[src/rtl/stepmotor_seq_ctrl_if.sv]
// Control/status bundle between the board control logic and the stepper sequencer.
// Latency: wires only, no storage.
// Backpressure: none; start/stop are single-cycle requests, status is level/pulse.
//
// Ports (master = board logic, slave = sequencer):
//   start, stop, en, dir, mode[1:0], period[DIV_W-1:0], steps[CNT_W-1:0]  master -> slave
//   stepmotor[3:0], state[1:0], phase[2:0], busy, done, step_cnt[CNT_W-1:0]  slave -> master
interface stepmotor_seq_ctrl_if #(
  parameter int DIV_W = 16,
  parameter int CNT_W = 12
);
  logic             start;
  logic             stop;
  logic             en;
  logic             dir;
  logic [1:0]       mode;
  logic [DIV_W-1:0] period;
  logic [CNT_W-1:0] steps;

  logic [3:0]       stepmotor;
  logic [1:0]       state;
  logic [2:0]       phase;
  logic             busy;
  logic             done;
  logic [CNT_W-1:0] step_cnt;

  modport master (
    output start, stop, en, dir, mode, period, steps,
    input  stepmotor, state, phase, busy, done, step_cnt
  );

  modport slave (
    input  start, stop, en, dir, mode, period, steps,
    output stepmotor, state, phase, busy, done, step_cnt
  );
endinterface

[src/rtl/stepmotor_seq_ctrl.sv]
// 4-coil stepper sequencer: wave/full/half-step, direction, programmable rate, counted or continuous moves.
// Latency: start -> RUN next edge; first step period+1 cycles after the start edge; all outputs registered.
// Backpressure: en=0 freezes prescaler/phase/count; stop aborts a run next edge; start ignored outside IDLE.
//
// Ports: clk (rising edge), rst (synchronous, active-low), ctl (slave side of stepmotor_seq_ctrl_if:
// start/stop/en/dir/mode/period/steps in, stepmotor/state/phase/busy/done/step_cnt out).
module stepmotor_seq_ctrl #(
  parameter int DIV_W   = 16,
  parameter int CNT_W   = 12,
  parameter bit HOLD_EN = 1'b1
) (
  input  logic                clk,
  input  logic                rst,
  stepmotor_seq_ctrl_if.slave ctl
);

  typedef enum logic [1:0] {
    ST_IDLE = 2'b00,
    ST_RUN  = 2'b01,
    ST_DONE = 2'b10
  } state_t;

  state_t           state_r;
  logic [2:0]       phase_r;
  logic [3:0]       coil_r;
  logic             busy_r;
  logic             done_r;
  logic [CNT_W-1:0] step_cnt_r;
  logic [DIV_W-1:0] presc_r;
  logic [1:0]       mode_r;
  logic [DIV_W-1:0] period_r;
  logic             cont_r;     // latched steps==0: continuous rotation

  // Coil pattern {A,B,C,D}: even indices single coil, odd indices two adjacent coils.
  function automatic logic [3:0] coil_pat(input logic [2:0] idx);
    logic [3:0] p;
    case (idx)
      3'd0:    p = 4'b1000;
      3'd1:    p = 4'b1100;
      3'd2:    p = 4'b0100;
      3'd3:    p = 4'b0110;
      3'd4:    p = 4'b0010;
      3'd5:    p = 4'b0011;
      3'd6:    p = 4'b0001;
      default: p = 4'b1001;
    endcase
    return p;
  endfunction

  // Snap the phase onto the index subset the new mode walks (even for wave, odd for full).
  function automatic logic [2:0] align_phase(input logic [1:0] md, input logic [2:0] ph);
    logic [2:0] a;
    case (md)
      2'b00:   a = ph & 3'b110;
      2'b01:   a = ph | 3'b001;
      default: a = ph;          // half-step, and reserved 11 behaves as half-step
    endcase
    return a;
  endfunction

  logic [2:0] stride;
  logic [2:0] phase_nxt;
  logic [2:0] start_phase;
  logic       step_now;

  // mode[1] set means half-step (10 or 11): move one index, otherwise two; 3-bit wrap gives mod 8.
  assign stride      = mode_r[1] ? 3'd1 : 3'd2;
  assign phase_nxt   = ctl.dir ? (phase_r + stride) : (phase_r - stride);
  assign start_phase = align_phase(ctl.mode, phase_r);
  assign step_now    = ctl.en && (presc_r == period_r);

  always_ff @(posedge clk) begin
    if (!rst) begin
      state_r    <= ST_IDLE;
      phase_r    <= 3'd0;
      coil_r     <= 4'b0000;
      busy_r     <= 1'b0;
      done_r     <= 1'b0;
      step_cnt_r <= '0;
      presc_r    <= '0;
      mode_r     <= 2'b00;
      period_r   <= '0;
      cont_r     <= 1'b0;
    end else begin
      done_r <= 1'b0;
      case (state_r)
        ST_IDLE: begin
          if (ctl.start) begin
            // start wins over a coincident stop; stop has no meaning in IDLE
            state_r    <= ST_RUN;
            busy_r     <= 1'b1;
            mode_r     <= ctl.mode;
            period_r   <= ctl.period;
            cont_r     <= (ctl.steps == '0);
            step_cnt_r <= ctl.steps;   // zero for continuous, so it counts up from 0
            presc_r    <= '0;
            phase_r    <= start_phase;
            coil_r     <= coil_pat(start_phase);
          end else begin
            coil_r <= HOLD_EN ? coil_pat(phase_r) : 4'b0000;
          end
        end

        ST_RUN: begin
          if (ctl.stop) begin
            // abort beats a step due on this same edge
            state_r <= ST_IDLE;
            busy_r  <= 1'b0;
            coil_r  <= HOLD_EN ? coil_pat(phase_r) : 4'b0000;
          end else if (step_now) begin
            presc_r <= '0;
            phase_r <= phase_nxt;
            coil_r  <= coil_pat(phase_nxt);
            if (cont_r) begin
              step_cnt_r <= step_cnt_r + CNT_W'(1);
            end else begin
              step_cnt_r <= step_cnt_r - CNT_W'(1);
              if (step_cnt_r == CNT_W'(1)) begin
                state_r <= ST_DONE;
                busy_r  <= 1'b0;
                done_r  <= 1'b1;
              end
            end
          end else if (ctl.en) begin
            presc_r <= presc_r + DIV_W'(1);
          end
        end

        ST_DONE: begin
          // pattern stays table[phase] through DONE; idle policy applies from the next cycle
          state_r <= ST_IDLE;
          coil_r  <= HOLD_EN ? coil_pat(phase_r) : 4'b0000;
        end

        default: begin
          state_r <= ST_IDLE;
          busy_r  <= 1'b0;
        end
      endcase
    end
  end

  assign ctl.stepmotor = coil_r;
  assign ctl.state     = state_r;
  assign ctl.phase     = phase_r;
  assign ctl.busy      = busy_r;
  assign ctl.done      = done_r;
  assign ctl.step_cnt  = step_cnt_r;

endmodule

[src/flat_wrapper.sv]
// flat-port wrapper written by rule: the top's interface ports become plain ports
module stepmotor_seq_ctrl_flat 
#(
  parameter int DIV_W   = 16,
  parameter int CNT_W   = 12,
  parameter bit HOLD_EN = 1'b1
)
  (clk, rst, ctl_start, ctl_stop, ctl_en, ctl_dir, ctl_mode, ctl_period, ctl_steps, ctl_stepmotor, ctl_state, ctl_phase, ctl_busy, ctl_done, ctl_step_cnt);
  stepmotor_seq_ctrl_if #(.DIV_W(DIV_W), .CNT_W(CNT_W)) ctl_i ();
  input  logic clk;
  input  logic rst;
  input wire logic [$bits(ctl_i.start)-1:0] ctl_start;
  input wire logic [$bits(ctl_i.stop)-1:0] ctl_stop;
  input wire logic [$bits(ctl_i.en)-1:0] ctl_en;
  input wire logic [$bits(ctl_i.dir)-1:0] ctl_dir;
  input wire logic [$bits(ctl_i.mode)-1:0] ctl_mode;
  input wire logic [$bits(ctl_i.period)-1:0] ctl_period;
  input wire logic [$bits(ctl_i.steps)-1:0] ctl_steps;
  output wire logic [$bits(ctl_i.stepmotor)-1:0] ctl_stepmotor;
  output wire logic [$bits(ctl_i.state)-1:0] ctl_state;
  output wire logic [$bits(ctl_i.phase)-1:0] ctl_phase;
  output wire logic [$bits(ctl_i.busy)-1:0] ctl_busy;
  output wire logic [$bits(ctl_i.done)-1:0] ctl_done;
  output wire logic [$bits(ctl_i.step_cnt)-1:0] ctl_step_cnt;
  assign ctl_i.start = ctl_start;
  assign ctl_i.stop = ctl_stop;
  assign ctl_i.en = ctl_en;
  assign ctl_i.dir = ctl_dir;
  assign ctl_i.mode = ctl_mode;
  assign ctl_i.period = ctl_period;
  assign ctl_i.steps = ctl_steps;
  assign ctl_stepmotor = ctl_i.stepmotor;
  assign ctl_state = ctl_i.state;
  assign ctl_phase = ctl_i.phase;
  assign ctl_busy = ctl_i.busy;
  assign ctl_done = ctl_i.done;
  assign ctl_step_cnt = ctl_i.step_cnt;
  stepmotor_seq_ctrl #(.DIV_W(DIV_W), .CNT_W(CNT_W), .HOLD_EN(HOLD_EN)) u_core (.clk(clk), .rst(rst), .ctl(ctl_i));
endmodule
[config.mk]
export PLATFORM = sky130hd
export DESIGN_NAME = stepmotor_seq_ctrl_flat
export DESIGN_NICKNAME = d
export VERILOG_FILES = /design/src/rtl/stepmotor_seq_ctrl_if.sv /design/src/rtl/stepmotor_seq_ctrl.sv /design/src/flat_wrapper.sv
export SDC_FILE = /design/constraint.sdc
export NUM_CORES = 1
export LEC_CHECK = 0
export ABC_AREA = 1
export CAP_MARGIN = 20
export CORE_AREA = 2 2 88 133
export DETAILED_ROUTE_END_ITERATION = 7
export DIE_AREA = 0 0 90 135
export PLACE_DENSITY = 0.61
export REMOVE_ABC_BUFFERS = 1
export SYNTH_ARGS = -nofsm -noshare
export SYNTH_HDL_FRONTEND = slang
export SYNTH_SLANG_ARGS = --single-unit
[constraint.sdc]
create_clock -name clk -period 2.75 [get_ports clk]
set_clock_uncertainty 0.15 [all_clocks]
set_input_delay 0.4125 -clock clk [delete_from_list [all_inputs] [get_ports clk]]
set_output_delay 0.4125 -clock clk [all_outputs]
set_load 0.005 [all_outputs]
== After elaboration in Yosys (flattened, before gate mapping) ==
Index checks and enable logic that the tools add are counted.
Storage, ports and cells
  output and inout bits: 23
  register bits: 58
  input bits: 36
  word-level logic and storage cells: 102
Cells by class
  equality and inequality tests: 30
  muxes and demuxes: 37
  add/sub/neg operators: 5
  reductions and logical operators: 16
  bitwise gates (word level): 4
Operator list (count)
  $pmux W4 S7: 3
  $mux W16: 4
  $mux W12: 4
  $pmux W16 S2: 1
  $eq A3 B3 Y1 const B: 9
  $pmux W12 S2: 1
  $eq A3 B2 Y1 const B: 6
  $add A16 B1 Y16 const B: 1
  $eq A16 B16 Y1: 1
  $add A12 B1 Y12 const B: 1
  $eq A12 B1 Y1 const B: 1
  $logic_not A12 Y1: 1
  $mux W2: 6
  $mux W3: 4
  $mux W4: 3
  $pmux W4 S3: 1
  $reduce_and A4 Y1: 3
  $sub A12 B1 Y12 const B: 1
  $eq A3 B1 Y1 const B: 3
  $logic_not A3 Y1: 3
  $ne A3 B2 Y1 const B: 3
  $mux W1: 6
  $pmux W3 S2: 1
  $reduce_and A5 Y1: 1
  other kinds (17): 24

== Depth between registers and ports, before layout ==
  depth after elaboration: 8
  depth in mapped cells: 14
  gate-level depth less buffers: 14

== Worst setup path before layout ==
Ideal clock, no wire load.
  path kind: register -> register
  start: register u_core.state_r[0] (netlist: u_core.ctl.state[0])
  end: register u_core.presc_r[9]
  stages on the path, launching flop included: 11
  slack: 0.851 ns
  library setup time: 0.072 ns
  buffers on the path: 1
  data arrival time: 1.677 ns
  data required time: 2.528 ns
  period minus slack after synthesis: 1.899 ns
  cell sequence: dfxtp_1 -> inv_1 -> ha_1 -> nand2_2 -> o21ai_1 -> nand2_2 -> clkinv_4 -> nand2_2 -> nand2_1 -> buf_4 -> nor3b_2
On the way
  cells in the longest elaborated chain, start to end: 3
  elaborated cells between the ends (all ways): 8
  those cells by class: eq/ne (4); mux (1); reduce/logical (3)
RTL lines
  from (decl): line stepmotor_seq_ctrl.sv:23  | state_t state_r;
  from (signal assigned): line stepmotor_seq_ctrl.sv:74  | state_r <= ST_IDLE;
  from (signal assigned): line stepmotor_seq_ctrl.sv:90  | state_r <= ST_RUN;
  from (signal assigned): line stepmotor_seq_ctrl.sv:107  | state_r <= ST_IDLE;
  $eq A2 B1 Y1 / $logic_not A2 Y1 (equally long branches): line stepmotor_seq_ctrl.sv:86  | case (state_r)
  $ne A3 B2 Y1 (no source line) (tied with other cells)
  $reduce_and A4 Y1 (no source line)
  to (signal assigned): line stepmotor_seq_ctrl.sv:125  | presc_r <= presc_r + DIV_W'(1);
  to (decl): line stepmotor_seq_ctrl.sv:29  | logic [DIV_W-1:0] presc_r;
Parallel ways exist; a longest one is shown, timed or not.
A chain may end at the register's enable or synchronous reset.

== Final worst setup path ==
  start: register u_core.state_r[1] (netlist: u_core.ctl.state[1])
  end: register u_core.presc_r[8]
The elaborated chain is that of the path after synthesis.

==> impl_metrics.yaml <==
setup_path:
  crit_end: "u_core.presc_r[8]"
  arrival_ns: 2.38
  worstRegToRegCells: 9
  start_kind: "flop"
  worstReg2RegEnd: "u_core.presc_r[8]"
  end_kind: "flop"
  worst_ep_required_time_ns: 2.84
  reg2reg_from: "u_core.ctl.state[1]"
  crit_fanout: 12
  crit_path_start: "u_core.ctl.state[1]"
  critPathKind: "flop to flop"
  r2r_setup_slack_ns: 0.47
final_layout:
  area_growth_pct: 27.24
  drive_gt1_share_pct: 5.413
  insertedDiodeCount: 0
  fillers: 1194
  fin_nets: 743
clock_network:
  cts-buffers-inserted: 9
  post_cts_buffers: 0
  htreeDepth: 3
  cts_tree: "done"
  clock_latency_ns: 0.33
  ctsResizeCount: 0
  clk_pin_slew_ns: 0.05
  clkSinkCount: 57
  cts_root_buf: "clkbuf_16"
  cts_hold_buffers: 0
  cts_buffer_depth: 2
drt:
  wire_per_inst_um: 12.41
  drt-total-wl_um: 10540
  antenna_left: 0
  drc: 0
  vias: 4092
  firstDrtPassIters: 5
  vias_per_cell: 4.820
  drtIter0Drc: 145
synthesis:
  synth_edf_count: 0
  synth_area_leader_cell: "dfxtp_1"
  synth.most_common_cell: "nand2_1"
  yosys-top-cells-count: "nand2_1, nor2_1, inv_1"
  syn_inst: 640
  synthDistinctLibCells: 35
  synthArstFlopShare_pct: 0
  synth_top_flop_cell: "dfxtp_1"
  synth.cell_area_mm2: 0.003766
  avgSynthCellArea_um2: 5.885
  ys_ff_latch: 57
  ys_seq_area_share_pct: 30.30
  yosys_warnings: 0
  synth.area.top_cells: "dfxtp_1, nand2_1, nor2_1"
  synth_top_area_share_pct: 30.30
sta:
  period_minus_slack_ns: 2.284
  relSlewSlack_pct: 60.31
  rsz0062_at_grt: "no"
  hold_viol: 0
  finalCritPeriodShare_pct: 83.06
  report.final.slew_viol_count: 0
  max_freq_mhz: 437.8
  worst_slew_pin_slew_ns: 0.5899
  finalSetupViolCount: 0
  setup_tns_ns: 0
  hold_slack_ns: 0.3143
pwr:
  leakagePower_nw: 2.169
  power.density_mw_per_mm2: 947.0
  p_total_w: 0.004538
  ir_drop_v: 0.0003904
global_routing:
  grt_overflow: 0
  grt_max_degree: 35
  grt_pass1_wl_um: 17820
  antenna_found_initial: 0
  grt_pass1_vias: 3927
  grt_usage_pct: 17.88
die:
  dieArea_mm2: 0.01215
  core_mm2: 0.01094
  die_h_um: 135
  initial_utilization_pct: 34.43
  row_count: 47
  die_w_um: 90
  ios: 59
worst_hold_path:
  hold_start: "u_core.period_r[8]"
  hp-class: "flop to flop"
placed_design:
  gp_congestion: 0.9023
  hpwl_um: 8097
  io_buffers: 58
status:
  outcome: "complete, no violations"
flow_run:
  drv_cap: 0
[final cells by class]
| type | instances | area (um^2) | area share (%) |
|---|---|---|---|
| Multi-Input combinational cell | 487 | 2246 | 46.87 |
| Sequential cell | 57 | 1141 | 23.81 |
| Timing Repair Buffer | 66 | 640.6 | 13.37 |
| Inverter | 76 | 290.3 | 6.057 |
| Clock buffer | 13 | 250.2 | 5.222 |
| Clock inverter | 3 | 40.04 | 0.8355 |
| Tap cell | 147 | 183.9 | 3.838 |
[kinds of logic after synthesis]
group / Yosys count / share of synthesized area [%]
adder cells (fa/ha/maj): 10 / 3.522
AO/OA/AOI/OAI: 86 / 11.93
multiplexers: 1 / 0.2658
XOR/XNOR: 8 / 1.861
flip-flops: 57 / 30.30
buffers and inverters: 96 / 10.07
AND/OR/NAND/NOR: 382 / 42.06
[flip-flops by register name (all words and copies together) (netlist names), 2 cells and up]
name,flops
u_core.period_r,16
u_core.presc_r,16
u_core.ctl.step_cnt,12
u_core.ctl.stepmotor,4
u_core.ctl.phase,3
u_core.ctl.state,2
[critical path, stage by stage, from the launching register on]
cell and delay (ns):
dfxtp_1 0.35, inv_1 0.12, ha_1 0.25, buf_4 0.23, o21ai_0 0.13, nand2_2 0.21
clkinv_4 0.13, nand2_2 0.09, nand2_1 0.27, nor3b_1 0.26
[routing by layer]
metal / part of all wire (%) / wire length, um / vias to the layer above / track usage [%]
met2: 53 / 5562 / 75 / 34.29
met3: 3.1 / 329 / 25 / 3.237
li1: - / - / 2140 / -
met5: 0 / 0 / - / 0
met1: 41 / 4345 / 1852 / 18.95
met4: 2.8 / 299 / 0 / 7.778
[layout by cell type, fill, tap and decap left out, drive strengths merged, types with 13 or more instances in the layout]
cell           instances
nor2                 103
dfxtp                 57
clkbuf                13
o21ai                 41
nand2                212
clkdlybuf4s50         58
nand3                 34
a21oi                 38
inv                   75
[worst min path at each step]
stage | depth (start not counted) | to | slack [ns]
CTS | 2 | u_core.period_r[8] | 0.32
detailed placement | 2 | u_core.period_r[8] | 0.31
global placement | 2 | u_core.period_r[8] | 0.31
finish | 2 | u_core.period_r[8] | 0.31
floorplan | 2 | u_core.period_r[0] | 0.29
global route | 2 | u_core.period_r[2] | 0.34
[power breakdown]
| part | internal (W) | total [W] | switching, W |
|---|---|---|---|
| clock | 0.000722 | 0.00110 | 0.000375 |
| sequential | 0.00103 | 0.00127 | 0.000242 |
| combinational | 0.000890 | 0.00217 | 0.00128 |
| total | 0.00264 | 0.00454 | 0.00190 |
[through the flow]
step / worst slack (ns) / util [%] / cell area (um^2) / std cells
CTS: 0.4348 / 43.81 / 4792 / 849
global placement: 0.3402 / 41.16 / 4502 / 833
floorplan: 0.4223 / - / 3677 / 620
global route: 0.2739 / 43.81 / 4792 / 849
finish: 0.4658 / 43.81 / 4792 / 849
detailed placement: 0.3060 / 41.16 / 4502 / 833
(Power assumes the default switching activity.)
==> edit (same flow settings) <==
`DIV_W` is set to 16 in 3 places; all go to 20.
--- a/src/rtl/stepmotor_seq_ctrl_if.sv
+++ b/src/rtl/stepmotor_seq_ctrl_if.sv
@@ -7,5 +7,5 @@
 //   stepmotor[3:0], state[1:0], phase[2:0], busy, done, step_cnt[CNT_W-1:0]  slave -> master
 interface stepmotor_seq_ctrl_if #(
-  parameter int DIV_W = 16,
+  parameter int DIV_W = 20,
   parameter int CNT_W = 12
 );
--- a/src/rtl/stepmotor_seq_ctrl.sv
+++ b/src/rtl/stepmotor_seq_ctrl.sv
@@ -6,5 +6,5 @@
 // start/stop/en/dir/mode/period/steps in, stepmotor/state/phase/busy/done/step_cnt out).
 module stepmotor_seq_ctrl #(
-  parameter int DIV_W   = 16,
+  parameter int DIV_W   = 20,
   parameter int CNT_W   = 12,
   parameter bit HOLD_EN = 1'b1
--- a/src/flat_wrapper.sv
+++ b/src/flat_wrapper.sv
@@ -2,5 +2,5 @@
 module stepmotor_seq_ctrl_flat 
 #(
-  parameter int DIV_W   = 16,
+  parameter int DIV_W   = 20,
   parameter int CNT_W   = 12,
   parameter bit HOLD_EN = 1'b1
Ports: changed (resized ctl_period); port bits go from 59 to 63. The function was not compared with the original's and may differ.
==> edit against the original RTL <==
- first-iteration DRC count increased by 42%
- die area unchanged
- non-clock buffer count increased by 1
- cell area grew 8.3%
- synthesized area is 11% higher
- routed wire length is 12% higher
- total power is 4.9% higher
- worst setup slack better by 0.13 ns
- sequential cell count increased by 8
- critical endpoint is now u_core.presc_r[13]
==> edit: results (changes against the original RTL) <==
** Detailed routing
- Sum of routed wire length over all layers :: 11800 um (was 10500 um)
- Routed length per instance :: 13.1 um (was 12.4 um)
- DR vias :: 4469 (was 4092)
- The first-iteration detailed-routing DRC count was 206 (was 145).

** Synthesis
- Share of synthesized area occupied by flip-flops and latches :: 31.2% (was 30.3%)
- Most common library cells after synthesis: sky130_fd_sc_hd__nand2_1, sky130_fd_sc_hd__nor2_1, sky130_fd_sc_hd__inv_1 (unchanged).
- Top cells by area, synth: sky130_fd_sc_hd__dfxtp_1, sky130_fd_sc_hd__nand2_1, sky130_fd_sc_hd__nor2_1 (unchanged).
- The distinct cell type count after synthesis is 38 (was 35).
- Gate count after technology mapping :: 688 (was 640)

** Final layout
- The proportion of layout cells with a drive suffix above 1 was 6.40% (was 5.41%).
- Fill count :: 1177 (was 1194)
- The count of inserted antenna diode cells came to 0 (unchanged).
- Post-layout nets :: 795 (was 743)

** Timing
- The transition time at the pin with the least slew margin is 0.510 ns (was 0.590 ns).
- Worst-case hold slack :: 0.319 ns (was 0.314 ns)
- The least setup slack across all paths after layout came to 0.597 ns (was 0.466 ns).

** Place
- Placement-stage worst setup slack :: 0.317 ns (was 0.306 ns)
- The number of placed cells counting well taps is 881 (was 833).
- GPL Wtd Cong :: 0.958 (was 0.902)
- Estimated wirelength of the detail-placed design :: 8960 um (was 8100 um)
- The standard cell area after detailed placement was 4900 sq um (was 4500 sq um).
- The count of input and output buffers is 62 (was 58).

** Worst hold path
- Hold Path Sink :: u_core.period_r[6] (was u_core.period_r[8])
- The startpoint of the worst hold path is u_core.period_r[6] (was u_core.period_r[8]).

** Pwr
- The power share of the sequential group is 29.4% (was 28.0%).
- The internal power component is 2.74 mW (was 2.64 mW).
- Reported leakage power :: 2.23 nW (was 2.17 nW)
- Clock group share of total power :: 23.9% (was 24.2%)
- The worst IR drop on VDD is 0.388 mV (was 0.390 mV).

** Critical path
- Endpoint of the most critical register-to-register path :: u_core.presc_r[13] (was u_core.presc_r[8])
- The worst path arrival time is 2.23 ns (was 2.38 ns).
- The master of the slowest instance on the critical path is sky130_fd_sc_hd__nor3_1 (was sky130_fd_sc_hd__dfxtp_1).
- Worst-path maximum fanout :: 8 (was 12)

** Global route
- The total routing usage reported by global routing came to 19.7% (was 17.9%).
- The largest net degree at the start of global routing is 42 (was 35).
- The global-route wire length before repair came to 19400 um (was 17800 um).

** Run status
- Outcome: complete, no violations (unchanged).
## edit: layout make-up
cell class / instances / area [sq um] / share of cell area, %
inverter: 85 / 322 / 6.20
timing repair buffer: 67 / 658 / 12.7
multi-input combinational: 517 / 2440 / 47.0
sequential: 65 / 1300 / 25.1
clock inverter: 6 / 58.8 / 1.13
tap: 147 / 184 / 3.54
clock buffer: 10 / 229 / 4.41
## edit: layer usage
layer | GRT usage (%) | share of wire (%) | vias to the layer above
met5 | 0 | 0 | -
met1 | 20.6 | 39 | 2015
li1 | - | - | 2303
met2 | 38.0 | 53 | 124
met3 | 2.85 | 3.8 | 27
met4 | 9.66 | 3.6 | 0
## edit: kinds of logic after synthesis
| family | count (synthesis) | share of synthesized area, % |
|---|---|---|
| flip-flops | 65 | 31.2 |
| AND/OR/NAND/NOR | 389 | 39.3 |
| XOR/XNOR | 12 | 2.52 |
| adder cells (fa/ha/maj) | 10 | 3.18 |
| buffers and inverters | 106 | 10.4 |
| AO/OA/AOI/OAI | 106 | 13.5 |
